[src/rtl/fib_index.sv]
// Inverse Fibonacci engine: finds the largest n with F(n) <= value, reporting n, F(n) and exactness.
// Optional FIB_INDEX_REMAINDER_EN adds the registered o_rem = value - F(n) output.
module fib_index #(
  parameter int unsigned WIDTH = 32
) (
  input  logic             i_clk,
  input  logic             i_reset_n,
  input  logic             i_stb,
  output logic             o_busy,
  input  logic [WIDTH-1:0] i_value,
  output logic             o_valid,
  output logic [WIDTH-1:0] o_n,
  output logic [WIDTH-1:0] o_fib,
  output logic             o_exact
`ifdef FIB_INDEX_REMAINDER_EN
  ,
  output logic [WIDTH-1:0] o_rem
`endif
);

  typedef enum logic [0:0] {
    StIdle,
    StSearch
  } state_e;

  localparam logic [WIDTH-1:0] One  = {{(WIDTH-1){1'b0}}, 1'b1};
  localparam logic [WIDTH-1:0] Zero = '0;

  state_e           r_state, w_state_next;
  logic [WIDTH-1:0] r_target, w_target_next;
  logic [WIDTH-1:0] r_prev, w_prev_next;
  logic [WIDTH-1:0] r_cur, w_cur_next;
  logic [WIDTH-1:0] r_n, w_n_next;
  logic             r_valid, w_valid_next;
  logic [WIDTH-1:0] r_res_n, w_res_n_next;
  logic [WIDTH-1:0] r_res_fib, w_res_fib_next;
  logic             r_res_exact, w_res_exact_next;

  // A carry out of the sum means the next term exceeds any WIDTH-bit target.
  logic [WIDTH:0]   w_sum;
  logic             w_step;

  assign w_sum  = {1'b0, r_prev} + {1'b0, r_cur};
  assign w_step = ~w_sum[WIDTH] && (w_sum[WIDTH-1:0] <= r_target);

`ifdef FIB_INDEX_REMAINDER_EN
  logic [WIDTH-1:0] r_res_rem, w_res_rem_next;
`endif

  always_comb begin
    w_state_next     = r_state;
    w_target_next    = r_target;
    w_prev_next      = r_prev;
    w_cur_next       = r_cur;
    w_n_next         = r_n;
    w_valid_next     = 1'b0;
    w_res_n_next     = r_res_n;
    w_res_fib_next   = r_res_fib;
    w_res_exact_next = r_res_exact;
`ifdef FIB_INDEX_REMAINDER_EN
    w_res_rem_next   = r_res_rem;
`endif
    unique case (r_state)
      StIdle: begin
        if (i_stb) begin
          w_target_next = i_value;
          w_prev_next   = One;
          w_cur_next    = Zero;
          w_n_next      = Zero;
          w_state_next  = StSearch;
        end
      end
      StSearch: begin
        if (w_step) begin
          w_cur_next  = w_sum[WIDTH-1:0];
          w_prev_next = r_cur;
          w_n_next    = r_n + One;
        end else begin
          w_res_n_next     = r_n;
          w_res_fib_next   = r_cur;
          w_res_exact_next = (r_cur == r_target);
`ifdef FIB_INDEX_REMAINDER_EN
          w_res_rem_next   = r_target - r_cur;
`endif
          w_valid_next     = 1'b1;
          w_state_next     = StIdle;
        end
      end
      default: w_state_next = StIdle;
    endcase
  end

  always_ff @(posedge i_clk or negedge i_reset_n) begin
    if (!i_reset_n) begin
      r_state     <= StIdle;
      r_target    <= Zero;
      r_prev      <= One;
      r_cur       <= Zero;
      r_n         <= Zero;
      r_valid     <= 1'b0;
      r_res_n     <= Zero;
      r_res_fib   <= Zero;
      r_res_exact <= 1'b0;
    end else begin
      r_state     <= w_state_next;
      r_target    <= w_target_next;
      r_prev      <= w_prev_next;
      r_cur       <= w_cur_next;
      r_n         <= w_n_next;
      r_valid     <= w_valid_next;
      r_res_n     <= w_res_n_next;
      r_res_fib   <= w_res_fib_next;
      r_res_exact <= w_res_exact_next;
    end
  end

`ifdef FIB_INDEX_REMAINDER_EN
  always_ff @(posedge i_clk or negedge i_reset_n) begin
    if (!i_reset_n) begin
      r_res_rem <= Zero;
    end else begin
      r_res_rem <= w_res_rem_next;
    end
  end

  assign o_rem = r_res_rem;
`endif

  assign o_busy  = (r_state == StSearch);
  assign o_valid = r_valid;
  assign o_n     = r_res_n;
  assign o_fib   = r_res_fib;
  assign o_exact = r_res_exact;

endmodule

[config.mk]
export PLATFORM = sky130hd
export DESIGN_NAME = fib_index
export DESIGN_NICKNAME = d
export VERILOG_FILES = /design/src/rtl/fib_index.sv
export SDC_FILE = /design/constraint.sdc
export NUM_CORES = 1
export LEC_CHECK = 0
export ABC_CLOCK_PERIOD_IN_PS = 6700
export CAP_MARGIN = 20
export CORE_ASPECT_RATIO = 1.4
export CORE_UTILIZATION = 45
export CTS_CLUSTER_SIZE = 16
export DETAILED_ROUTE_END_ITERATION = 8
export PLACE_DENSITY = 0.74
export SETUP_SLACK_MARGIN = 0.3
export SYNTH_ARGS = -nofsm -noshare
export SYNTH_HDL_FRONTEND = slang
export SYNTH_SLANG_ARGS = --single-unit
[constraint.sdc]
create_clock -name i_clk -period 6.7 [get_ports i_clk]
set_input_delay 2.01 -clock i_clk [delete_from_list [all_inputs] [get_ports i_clk]]
set_output_delay 2.01 -clock i_clk [all_outputs]
set_load 0.1 [all_outputs]
==> run_results.csv <==
group,metric,value,unit
logic_synthesis,yosys.area.top_type,"dfrtp_1",
power_and_ir_drop,clkPwrFrac,0.155,
logic_synthesis,synth_xor_area_frac,0.05985,
route,ant_nets,0,
place,dpl.hpwl,19.09,mm
sta,tightest_slew,1.015,ns
logic_synthesis,ys.flop_type,"dfrtp_1",
cts,clkLatencyLatePin,0.44,ns
floorplan,core_area,23290,sq um
cts,htreeDepth,4,
final_layout,nFillCells,2107,
sta,rsz0062_at_grt,"false",
power_and_ir_drop,swShare,0.5097,
floorplan,initial_core_util,0.4587,
route,drt_iter0_drc,463,
logic_synthesis,syn_area,10680,sq um
cts,hold_buffers,0,
final_layout,area_growth_syn_to_layout,16.90,%
power_and_ir_drop,ir_drop,489.6,uV
sta,fmax,173.3,MHz
logic_synthesis,synth-edff-count,0,
place,dp.cells,1483,
global_routing,grt_pass1_vias,8587,
sta,maxSlewViolCount,0,
cts,cts_resized,0,
route,wirelength,26.79,mm
floorplan,fp-row-count,66,
sta,fin_tns_setup,0,ns
power_and_ir_drop,pwr-share-seq,0.269,
cts,cts_tree,"done",
power_and_ir_drop,p_leak,6.042,nW
global_routing,antenna_found_initial,0,
logic_synthesis,synthAdderAreaFrac,0.07800,
route,drc,0,
job,max_cap_viol_count,0,
global_routing,gr-total-overflow,0,
power_and_ir_drop,power.switching,0.003475,W
logic_synthesis,yosys-mux-area-fraction,0.03268,
worst_setup_path,worstPathMaxFanout,65,
final_layout,antenna_cells,0,
worst_setup_path,rr_worst_depth,22,
sta,setup_ws,0.9283,ns
floorplan,ioPinCount,102,
sta,min_period,5.772,ns
global_routing,grt_pass1_wl,44.24,mm
worst_setup_path,critPathCaptureType,"flop",
place,port_buffers,101,
route,viasPerCell,5.588,
final_layout,final_core_util,0.5363,
route,drt-pass1-iter-count,5,
logic_synthesis,yosysUniqueCellTypes,57,
sta,fin_skew,0.01345,ns
power_and_ir_drop,cellPowerDensity,546.0,nW/um^2
place,place.gp.congestion,0.9727,
cts,cts_setup_buffers,0,
place,pre_cts_slack,1.022,ns
logic_synthesis,ys_warn_count,0,
cts,numCtsBuffers,17,
floorplan,die_h,184.3,um
logic_synthesis,synth.avg_cell_area,9.504,sq um
cts,path_clk_slew,0.07,ns
sta,relSlewSlack,0.3212,
sta,min_period_over_period,0.8615,
global_routing,grt_start_max_net_pins,100,
logic_synthesis,yosys.area_share.simple,0.1377,
worst_setup_path,cp-start-kind,"flop",
final_layout,num-nets-final,1297,
hold_path,hold_path.class,"reg2reg",
cts,cts_root_buffer,"clkbuf_16",
logic_synthesis,synth-compound-area-share,0.1798,
worst_setup_path,critical_path_required,7.01,ns
power_and_ir_drop,p_comb_frac,0.576,
logic_synthesis,ys_async_sr_fraction,1.000,
logic_synthesis,syn_nets,1225,
logic_synthesis,ys_seq_area_frac,0.4569,
worst_setup_path,crit_type,"reg2reg",
final_layout,drive_gt1_frac,0.04384,
cts,clock_sink_count,195,
worst_setup_path,critical_path_arrival,6.08,ns
floorplan,die-area,24370,sq um
floorplan,fp.dieW,132.2,um
final_layout,finalNonFillerCells,1515,
logic_synthesis,syn_inst,1124,
outcome,status,"finished clean",
hold_path,min_path_cells,2,
power_and_ir_drop,p_int,0.003343,W
sta,setup_viol,0,
route,via_count,8466,
logic_synthesis,synth.area.top_cells,"dfrtp_1 45%, ha_1 7.6%, o21ai_0 6.1%",
logic_synthesis,synth_top_family_by_area,"compound AO/OA/AOI/OAI gates",
global_routing,grtUsageTotal,0.2298,
cts,cts.path.max_buffers,2,
route,wl_per_cell,17.69,um
logic_synthesis,ys_ff_latch,195,
sta,hold_viol,0,
logic_synthesis,yosysTopAreaCellShare,0.4544,
## layout by cell type (no fill, tap or decap), types with 4 or more instances in the layout
cell and count:
ha_1 65, o21ai_1 6, nor2b_1 4, nor3_1 27, clkdlybuf4s50_1 100, and2_1 6, o21ai_0 131, nor4_1 9
buf_4 7, nand2_1 132, a21oi_1 51, nand3_1 57, nand4_1 21, inv_1 76, o21a_1 6, nor2_1 28
and3_1 10, xnor2_1 20, o31ai_1 21, clkbuf_16 17, mux2_1 31, xor2_1 53, o21bai_1 4, a21o_1 54
o22ai_1 10, a31oi_1 4, dfrtp_1 194
## Yosys cell counts, drive strengths merged, types with 2 or more instances
cell / n
a41oi: 3
or3: 2
a211oi: 2
o31ai: 21
o21a: 6
xor2: 53
o22ai: 10
ha: 65
o21bai: 4
nand3: 57
and3: 10
inv: 76
a31oi: 5
xnor2: 20
dfrtp: 194
nor2: 29
o21ai: 138
nand4: 21
o211a: 2
nand2b: 3
mux2: 31
buf: 29
nor2b: 5
a21o: 54
clkbuf: 28
and2: 7
a311oi: 2
o41ai: 2
and4: 3
a21boi: 3
nand2: 133
nor4: 10
or2: 2
nor3b: 3
nor3: 27
o32ai: 3
a21oi: 51
## sequential cells by signal (all words and copies together), names as in the netlist
register	flops
o_exact	1
o_busy	1
r_cur	32
r_target	32
o_fib	32
o_n	32
o_valid	1
r_prev	32
r_n	32
## power by group through the flow
stage | combinational [W] | clock, W | sequential [W]
after floorplan | 0.00228 | 0 | 0.00254
after global placement | 0.00383 | 0 | 0.00184
after detailed placement | 0.00391 | 0 | 0.00184
after CTS | 0.00393 | 0.00107 | 0.00183
after global routing | 0.00430 | 0.00112 | 0.00187
final | 0.00393 | 0.00106 | 0.00183
## logic make-up after synthesis
family                     Yosys count
AOI/OAI and AO/OA                  314
and+or+nand+nor                    312
DFF                                195
buffers and inverters              133
xor gates and xnor gates            73
adders and majority gates           66
muxes                               31
## final cells by class
cell class | instances | area [sq um] | area share
multi-input combinational | 796 | 5233 | 0.4190
sequential | 195 | 4881 | 0.3908
timing repair buffer | 110 | 1107 | 0.08867
clock buffer | 21 | 450.4 | 0.03607
tap | 306 | 382.9 | 0.03066
inverter | 76 | 285.3 | 0.02284
clock inverter | 11 | 148.9 | 0.01192
## worst paths after layout
path | endpoint | start | slack (ns)
max reg2reg | o_fib[28] | r_cur[0] | 0.93
min | o_fib[19] | o_fib[19] | 0.48
max | o_fib[28] | r_cur[0] | 0.93
min reg2reg | o_fib[19] | o_fib[19] | 0.48
max in group asynchronous | o_n[13] | i_reset_n | 3.93
min in group asynchronous | o_n[10] | i_reset_n | 1.60
## stage by stage
stage / area, sq um / power, W / hold WS [ns]
2_1_floorplan: 10680 / 0.004821 / 0.4380
3_3_place_gp: 11890 / 0.005664 / 0.4649
3_5_place_dp: 11890 / 0.005751 / 0.4684
4_1_cts: 12490 / 0.006839 / 0.4852
5_1_grt: 12490 / 0.007291 / 0.5093
6_report: 12490 / 0.006818 / 0.4782
## per-layer routing
layer	part of all wire	vias to the layer above	GRT usage
met5	0	-	0
met2	0.50	227	0.4053
met4	0.037	0	0.1057
li1	-	4082	-
met1	0.42	4101	0.2766
met3	0.042	56	0.03438
## critical path: stages (launching register included)
cell	delay, ns
dfrtp_1	0.43
ha_1	0.23
fa_1	0.41
a21o_1	0.18
a21oi_1	0.22
o21ai_1	0.18
a31oi_4	0.28
o31a_1	0.24
nor2_1	0.08
o211ai_1	0.30
xnor2_1	0.15
ha_1	0.30
nand4_1	0.13
or2_2	0.35
nor3_1	0.22
nand3_1	0.09
o21ai_0	0.10
o211a_1	0.24
a21boi_2	0.17
buf_4	0.20
nand2b_4	0.67
buf_4	0.34
o21ai_0	0.11
(Power assumes the default switching activity.)
